[src/rtl/muldiv_unit_if.sv]
// Handshake and operand bus between the core and the iterative multiply/divide unit.
interface muldiv_unit_if #(
    parameter int WIDTH = 32
);
    logic             start;
    logic [2:0]       funct3;
    logic [WIDTH-1:0] rs1_val;
    logic [WIDTH-1:0] rs2_val;
    logic             busy;
    logic             done;
    logic [WIDTH-1:0] result;

    modport master (
        output start, funct3, rs1_val, rs2_val,
        input  busy, done, result
    );

    modport slave (
        input  start, funct3, rs1_val, rs2_val,
        output busy, done, result
    );
endinterface

[src/rtl/muldiv_unit.sv]
// Iterative RV32M multiply/divide unit: shift-add multiply and restoring divide,
// one bit per cycle on operand magnitudes, sign-corrected in the final cycle.
module muldiv_unit #(
    parameter int WIDTH = 32
) (
    input logic          clk,
    input logic          rst_n,
    muldiv_unit_if.slave bus
);
    localparam int CW = $clog2(WIDTH);
    localparam logic [WIDTH-1:0] MIN_NEG = {1'b1, {(WIDTH-1){1'b0}}};

    typedef enum logic [1:0] {IDLE, CALC, FINISH} state_t;
    state_t state, state_next;

    logic [2:0]         op;
    logic [CW-1:0]      cnt;
    logic [2*WIDTH-1:0] prod;
    logic [WIDTH-1:0]   mcand;
    logic [WIDTH-1:0]   divisor;
    logic [WIDTH-1:0]   quo;
    logic [WIDTH:0]     rem;
    logic               neg_res;
    logic               neg_rem;
    logic               special;
    logic [WIDTH-1:0]   special_res;

    logic               sign_a, sign_b, a_neg, b_neg;
    logic               div_zero, div_ovf;
    logic [WIDTH-1:0]   a_mag, b_mag, special_val;

    logic [WIDTH:0]     mul_sum;
    logic [WIDTH+1:0]   div_shift, div_trial;

    logic [2*WIDTH-1:0] prod_fix;
    logic [WIDTH-1:0]   quo_fix, rem_fix, final_res;

    // MUL is treated as unsigned since the low product bits do not depend on signedness.
    always_comb begin
        sign_a = 1'b0;
        sign_b = 1'b0;
        case (bus.funct3)
            3'b001, 3'b100, 3'b110: begin
                sign_a = 1'b1;
                sign_b = 1'b1;
            end
            3'b010:  sign_a = 1'b1;
            default: ;
        endcase
        a_neg    = sign_a & bus.rs1_val[WIDTH-1];
        b_neg    = sign_b & bus.rs2_val[WIDTH-1];
        a_mag    = a_neg ? -bus.rs1_val : bus.rs1_val;
        b_mag    = b_neg ? -bus.rs2_val : bus.rs2_val;
        div_zero = bus.funct3[2] && (bus.rs2_val == '0);
        div_ovf  = bus.funct3[2] && !bus.funct3[0] &&
                   (bus.rs1_val == MIN_NEG) && (bus.rs2_val == '1);
        special_val = '0;
        if (div_zero)
            special_val = bus.funct3[1] ? bus.rs1_val : '1;
        else if (div_ovf)
            special_val = bus.funct3[1] ? '0 : MIN_NEG;
    end

    assign mul_sum   = {1'b0, prod[2*WIDTH-1:WIDTH]} + (prod[0] ? {1'b0, mcand} : '0);
    assign div_shift = {rem, quo[WIDTH-1]};
    assign div_trial = div_shift - {2'b00, divisor};

    always_comb begin
        prod_fix = neg_res ? -prod : prod;
        quo_fix  = neg_res ? -quo : quo;
        rem_fix  = neg_rem ? -rem[WIDTH-1:0] : rem[WIDTH-1:0];
        case (op)
            3'b000:                 final_res = prod_fix[WIDTH-1:0];
            3'b001, 3'b010, 3'b011: final_res = prod_fix[2*WIDTH-1:WIDTH];
            3'b100, 3'b101:         final_res = quo_fix;
            default:                final_res = rem_fix;
        endcase
    end

    always_ff @(posedge clk or negedge rst_n) begin
        if (!rst_n)
            state <= IDLE;
        else
            state <= state_next;
    end

    always_comb begin
        state_next = state;
        bus.busy   = (state != IDLE);
        case (state)
            IDLE:    if (bus.start) state_next = (div_zero || div_ovf) ? FINISH : CALC;
            CALC:    if (cnt == CW'(WIDTH - 1)) state_next = FINISH;
            FINISH:  state_next = IDLE;
            default: state_next = IDLE;
        endcase
    end

    // The quotient shifts in where the dividend shifts out, so one register serves both.
    always_ff @(posedge clk or negedge rst_n) begin
        if (!rst_n) begin
            op          <= '0;
            cnt         <= '0;
            prod        <= '0;
            mcand       <= '0;
            divisor     <= '0;
            quo         <= '0;
            rem         <= '0;
            neg_res     <= 1'b0;
            neg_rem     <= 1'b0;
            special     <= 1'b0;
            special_res <= '0;
            bus.done    <= 1'b0;
            bus.result  <= '0;
        end else begin
            bus.done <= 1'b0;
            if (state == IDLE && bus.start) begin
                op          <= bus.funct3;
                cnt         <= '0;
                prod        <= {{WIDTH{1'b0}}, b_mag};
                mcand       <= a_mag;
                divisor     <= b_mag;
                quo         <= a_mag;
                rem         <= '0;
                neg_res     <= a_neg ^ b_neg;
                neg_rem     <= a_neg;
                special     <= div_zero || div_ovf;
                special_res <= special_val;
            end else if (state == CALC) begin
                cnt <= cnt + 1'b1;
                if (!op[2]) begin
                    prod <= {mul_sum, prod[WIDTH-1:1]};
                end else if (!div_trial[WIDTH+1]) begin
                    rem <= div_trial[WIDTH:0];
                    quo <= {quo[WIDTH-2:0], 1'b1};
                end else begin
                    rem <= div_shift[WIDTH:0];
                    quo <= {quo[WIDTH-2:0], 1'b0};
                end
            end else if (state == FINISH) begin
                bus.result <= special ? special_res : final_res;
                bus.done   <= 1'b1;
            end
        end
    end
endmodule
[src/flat_wrapper.sv]
// flat-port wrapper written by rule: the top's interface ports become plain ports
module muldiv_unit_flat 
#(
    parameter int WIDTH = 32
)
  (clk, rst_n, bus_start, bus_funct3, bus_rs1_val, bus_rs2_val, bus_busy, bus_done, bus_result);
  muldiv_unit_if #(.WIDTH(WIDTH)) bus_i ();
  input logic clk;
  input logic rst_n;
  input wire logic [$bits(bus_i.start)-1:0] bus_start;
  input wire logic [$bits(bus_i.funct3)-1:0] bus_funct3;
  input wire logic [$bits(bus_i.rs1_val)-1:0] bus_rs1_val;
  input wire logic [$bits(bus_i.rs2_val)-1:0] bus_rs2_val;
  output wire logic [$bits(bus_i.busy)-1:0] bus_busy;
  output wire logic [$bits(bus_i.done)-1:0] bus_done;
  output wire logic [$bits(bus_i.result)-1:0] bus_result;
  assign bus_i.start = bus_start;
  assign bus_i.funct3 = bus_funct3;
  assign bus_i.rs1_val = bus_rs1_val;
  assign bus_i.rs2_val = bus_rs2_val;
  assign bus_busy = bus_i.busy;
  assign bus_done = bus_i.done;
  assign bus_result = bus_i.result;
  muldiv_unit #(.WIDTH(WIDTH)) u_core (.clk(clk), .rst_n(rst_n), .bus(bus_i));
endmodule
[config.mk]
export PLATFORM = sky130hd
export DESIGN_NAME = muldiv_unit_flat
export DESIGN_NICKNAME = d
export VERILOG_FILES = /design/src/rtl/muldiv_unit_if.sv /design/src/rtl/muldiv_unit.sv /design/src/flat_wrapper.sv
export SDC_FILE = /design/constraint.sdc
export NUM_CORES = 1
export LEC_CHECK = 0
export BUFFER_PORTS_ARGS = -buffer_cell sky130_fd_sc_hd__clkbuf_2
export CORE_UTILIZATION = 60
export CTS_CLUSTER_SIZE = 25
export DETAILED_ROUTE_END_ITERATION = 10
export PLACE_DENSITY = 0.86
export RECOVER_POWER = 100
export SLEW_MARGIN = 20
export SYNTH_ARGS = -nofsm -noshare
export SYNTH_HDL_FRONTEND = slang
export SYNTH_SLANG_ARGS = --single-unit
[constraint.sdc]
create_clock -name clk -period 6.2 [get_ports clk]
set_input_delay 0.62 -clock clk [delete_from_list [all_inputs] [get_ports clk]]
set_output_delay 0.62 -clock clk [all_outputs]
set_load 0.01 [all_outputs]
* Word level (Yosys, flattened, before mapping)
Cells that the tools add are included.
** Word-level totals
- Input port bits :: 70
- Register bits after elaboration :: 271
- Word-level logic and storage cells :: 99
** Operators by class
- Bitwise operators :: 5
- Add/subtract/negate cells :: 8
- Multiplexer cells :: 34
- Eq/ne operators :: 17
- Reductions and logical operators :: 21
** Operator list (count)
- 32-bit two-way mux :: 13
- 64-bit two-way mux :: 4
- 33-bit two-way mux :: 4
- 32-bit negator :: 4
- 32-bit case mux with 3 select lines :: 1
- 32-bit equality test, second input constant :: 2
- 64-bit negator :: 1
- 34-bit by 32-bit subtractor with 34-bit output :: 1
- 32-bit by 33-bit adder with 33-bit output :: 1
- 32-bit zero test :: 1
- 3-bit equality test, second input constant :: 4
- 5-bit two-way mux :: 2
- 3-bit by 2-bit equality test with 1-bit output, second input constant :: 3
- 3-bit by 1-bit equality test with 1-bit output, second input constant :: 2
- 1-bit two-way mux :: 6
- 2-bit two-way mux :: 3
- 2-bit AND reduction :: 3
- 2-bit nonzero test :: 3
- 3-bit OR reduction :: 2
- 5-bit by 1-bit adder with 5-bit output, second input constant :: 1
- 5-bit equality test, second input constant :: 1
- 1-bit logical AND :: 5
- 2-bit != test, second input constant :: 2
- 2-bit case mux with 2 select lines :: 1
- other kinds (13) :: 15

* Logic depth before layout (Yosys ltp)
- Depth after elaboration :: 8
- Gate-level depth with buffers :: 14
- Gate-level depth less buffers :: 12

* Worst setup path before layout
Ideal clock, no wire load.
- Path type :: register to register
- From :: register u_core.prod[0]
- To :: register u_core.bus.result[20]
- Stages on the path, launching flop included :: 15
- Slack :: 2430 ps
- Data arrival time :: 3632 ps
- Buffers on the path :: 4
- Required time :: 6062 ps
- Clock period less this slack :: 3770 ps
- Path through :: dfrtp_1 > buf_6 > clkbuf_1 > inv_1 > ha_1 > or3b_2 > or4_1 > buf_2 > or4_4 > or2_2 > buf_2 > o41ai_2 > xnor2_1 > a2111oi_0 > a21oi_1
** On the way
- Word-level cells in the longest chain between the ends :: 4
** RTL lines
- start: declaration :: RTL line muldiv_unit.sv:18 : logic [2*WIDTH-1:0] prod;
- start signal: assignment :: RTL line muldiv_unit.sv:119 : prod <= {{WIDTH{1'b0}}, b_mag};
- start signal: assignment :: RTL line muldiv_unit.sv:131 : prod <= {mul_sum, prod[WIDTH-1:1]};
- 64-bit negator :: RTL line muldiv_unit.sv:69 : prod_fix = neg_res ? -prod : prod;
- 64-bit two-way mux :: RTL line muldiv_unit.sv:69
- 32-bit case mux with 3 select lines :: RTL line muldiv_unit.sv:72 : case (op)
- 32-bit two-way mux :: RTL line muldiv_unit.sv:140 : bus.result <= special ? special_res : final_res;
- end signal: assignment :: RTL line muldiv_unit.sv:140
- end: declaration :: RTL line muldiv_unit_if.sv:20 : output busy, done, result
Every way passes these cells.
A chain may end at the register's enable or synchronous reset.

* Worst setup path after layout
- From :: register u_core.rem[3]
- To :: register u_core.rem[27]
** On the way
- Word-level cells in the longest chain between the ends :: 5
** RTL lines
- start: declaration :: RTL line muldiv_unit.sv:22 : logic [WIDTH:0] rem;
- start signal: assignment :: RTL line muldiv_unit.sv:133 : rem <= div_trial[WIDTH:0];
- start signal: assignment :: RTL line muldiv_unit.sv:136 : rem <= div_shift[WIDTH:0];
- 34-bit by 32-bit subtractor with 34-bit output :: RTL line muldiv_unit.sv:66 : assign div_trial = div_shift - {2'b00, divisor};
- 33-bit two-way mux :: RTL line muldiv_unit.sv:132 : end else if (!div_trial[WIDTH+1]) begin
- 33-bit two-way mux :: RTL line muldiv_unit.sv:130 : if (!op[2]) begin
- 33-bit two-way mux :: RTL line muldiv_unit.sv:128 : end else if (state == CALC) begin
- 33-bit two-way mux :: RTL line muldiv_unit.sv:116 : if (state == IDLE && bus.start) begin
Every way passes these cells. The select of a mux whose other input is x is not followed.

==> results.toml <==
[status]
status = "finished, violations left"
violations = "capacitance limit, slew limit"

[power_and_ir_drop]
ir_drop_v = 0.000669
power.density_nw_per_um2 = 600
p_leak_nw = 8.87

[logic_synthesis]
ys_seq_area_share_pct = 34.6
synth_ff_type = "dfrtp_1"
syn_nets = 2571
synth_top_cell_by_area = "dfrtp_1"
synth.top_cell.area_share_pct = 34.6
synth_top_cells_by_count = "321 x nand2_1, 271 x dfrtp_1, 249 x o21ai_0"
netlist_instances = 2427
yosys-top-cells-area = "dfrtp_1 35%, o21ai_0 6.4%, nand2_1 6.2%"
post-synth-top-count-cell = "nand2_1"
avgSynthCellArea_sq_um = 8.07
yosys_register_bits = 271
yosys_warnings = 0
netlist-cell-type-count = 70
netlist_area_sq_um = 19600
synth_edf_count = 0
synthArstFlopShare_pct = 100

[die]
ios = 104
die_h_um = 183
rows = 65
fp.dieW_um = 183
start_util_pct = 61.6
core_sq_um = 31800
dieArea_sq_um = 33400

[final_layout]
final_cells = 2893
area_delta_synth_final_pct = 8.55
diodes = 0
nets = 2579
finalInstanceArea_sq_um = 21200
drive_gt1_share_pct = 6.39

[routing]
wirelength_um = 70600
viasPerCell = 6.70
wl_per_cell_um = 24.4
vias = 19400
drc = 0
drtIter0Drc = 2364
drtPass1Iterations = 5
ant_nets = 0

[critical_path]
critPathLaunch = "u_core.rem[3]"
start_kind = "flip-flop"
cp_max_fo = 26
worst_ep_required_time_ns = 6.70
ff2ff_path_depth = 10
rrSetupSlack_ns = 1.33
critical_path_arrival_ns = 5.37
rr_endpoint = "u_core.rem[27]"
reg2reg_from = "u_core.rem[3]"
path_class = "reg2reg"
crit_path_end_kind = "flip-flop"

[cts]
cts.sink_count = 271
cts_buffers = 31
cts.htree.levels = 1
cts_root_buffer = "clkbuf_16"
cts_setup_buffers = 0
insertion_delay_ns = 0.60
cts_tree = "done"
holdBufCountCts = 0
clk_path_buf_depth = 3
clkSlewWorstSetupHoldPaths_ns = 0.07
post_cts_resize_count = 0

[sta]
fmax_mhz = 206
setup_viol = 0
post-route-min-period_ns = 4.87
finalHoldViolations = 0
fin_crit_sh_pct = 78.5
maxSlewViolCount = 298
tns_ns = 0
tightest_slew_ns = 2.67
rsz0062_at_grt = "false"
fin_skew_ns = 0.0138
slew_headroom_pct = -78.0

[grt]
grt_pass1_vias = 17800
antenna_found_initial = 3
grt-ovfl-total = 0
grt_max_degree = 163
grt_pass1_wl_um = 107000
gr-usage-all-layers_pct = 42.1

[worst_hold_path]
hold_path_class = "in2async"

[placement]
gp_congestion = 1.05
io_buffers = 103
place_area_sq_um = 20300
dp_hpwl_um = 52800
dpl.cell_count = 2837

[flow_run]
drv_cap = 7
==> through the flow <==
step | worst slack, ns | hold WS [ns] | util, % | power [W]
after floorplan | 2.43 | 0.324 | - | 0.00826
after global placement | 1.96 | 0.455 | 63.8 | 0.0103
after detailed placement | 1.88 | 0.467 | 63.8 | 0.0105
after CTS | 1.83 | 0.102 | 67.2 | 0.0125
after global routing | 1.09 | 0.134 | 66.8 | 0.0135
final | 1.33 | 0.00882 | 66.8 | 0.0127
==> flip-flops by register name (all words and copies together) (netlist names) <==
register / cells
u_core.bus.done: 1
u_core.bus.result: 32
u_core.cnt: 5
u_core.divisor: 32
u_core.mcand: 32
u_core.neg_rem: 1
u_core.neg_res: 1
u_core.op: 3
u_core.prod: 64
u_core.quo: 32
u_core.rem: 33
u_core.special: 1
u_core.special_res: 32
u_core.state: 2
==> power breakdown <==
part           switching (W)  leakage (nW)  internal (W)
Combinational        0.00443          4.96       0.00273
Sequential           0.00111          3.38       0.00247
Clock               0.000800         0.529       0.00120
Total                0.00634          8.87       0.00640
==> how the worst max path moves through the flow <==
stage,end,depth (start not counted)
after detailed placement,u_core.bus.result[20],10
final,u_core.rem[27],10
after global placement,u_core.bus.result[20],10
after global routing,u_core.rem[13],10
after CTS,u_core.bus.result[20],10
after floorplan,u_core.bus.result[20],14
==> cell usage in the layout (no fill, tap or decap), types with 34 or more instances in the layout <==
master    Yosys  final
a21oi_1     226    226
and2_1       39     35
and3_1       67     67
clkbuf_1    139     54
clkbuf_2      0     63
dfrtp_1     271    270
ha_1         72     72
inv_1        68     68
nand2_1     321    321
nand3_1      35     35
nor2_1      170    168
nor3_1       35     34
o21ai_0     249    249
o31ai_1      54     54
or3_1        43     43
xnor2_1     119    118
xor2_1       99     99
==> kinds of logic after synthesis <==
group / count (synthesis) / share of synthesized area, %
xor gates and xnor gates: 218 / 9.75
buffers and inverters: 221 / 4.37
and+or+nand+nor: 854 / 21.0
adders and majority gates: 74 / 4.81
AOI/OAI and AO/OA: 755 / 23.6
muxes: 34 / 1.76
DFF: 271 / 34.6
==> cell type report <==
type	instances	area (sq um)
Sequential cell	271	6780
Multi-Input combinational cell	1935	11900
Timing Repair Buffer	128	639
Clock inverter	10	165
Fill cell	2720	10600
Inverter	68	255
Tap cell	435	544
Clock buffer	46	932
==> worst max-delay path, stage by stage (launching register included) <==
cell	delay (ns)
dfrtp_1	0.49
ha_1	0.40
a21o_1	0.21
or3_1	0.34
o211ai_1	0.26
o21ai_0	0.30
o31ai_1	0.55
xnor2_2	0.16
clkbuf_1	1.29
nand2_1	0.50
o21ai_0	0.27
==> metal layers <==
metal  vias to the layer above  routed length, um  GRT usage [%]
met3                       147               7900           8.30
met1                      9453              30400           61.8
met2                      1040              30100           62.1
met4                         4               2230           13.4
met5                         -                 27              0
li1                       8731                  -              -
Note: power is estimated with default switching activity, not from simulation.
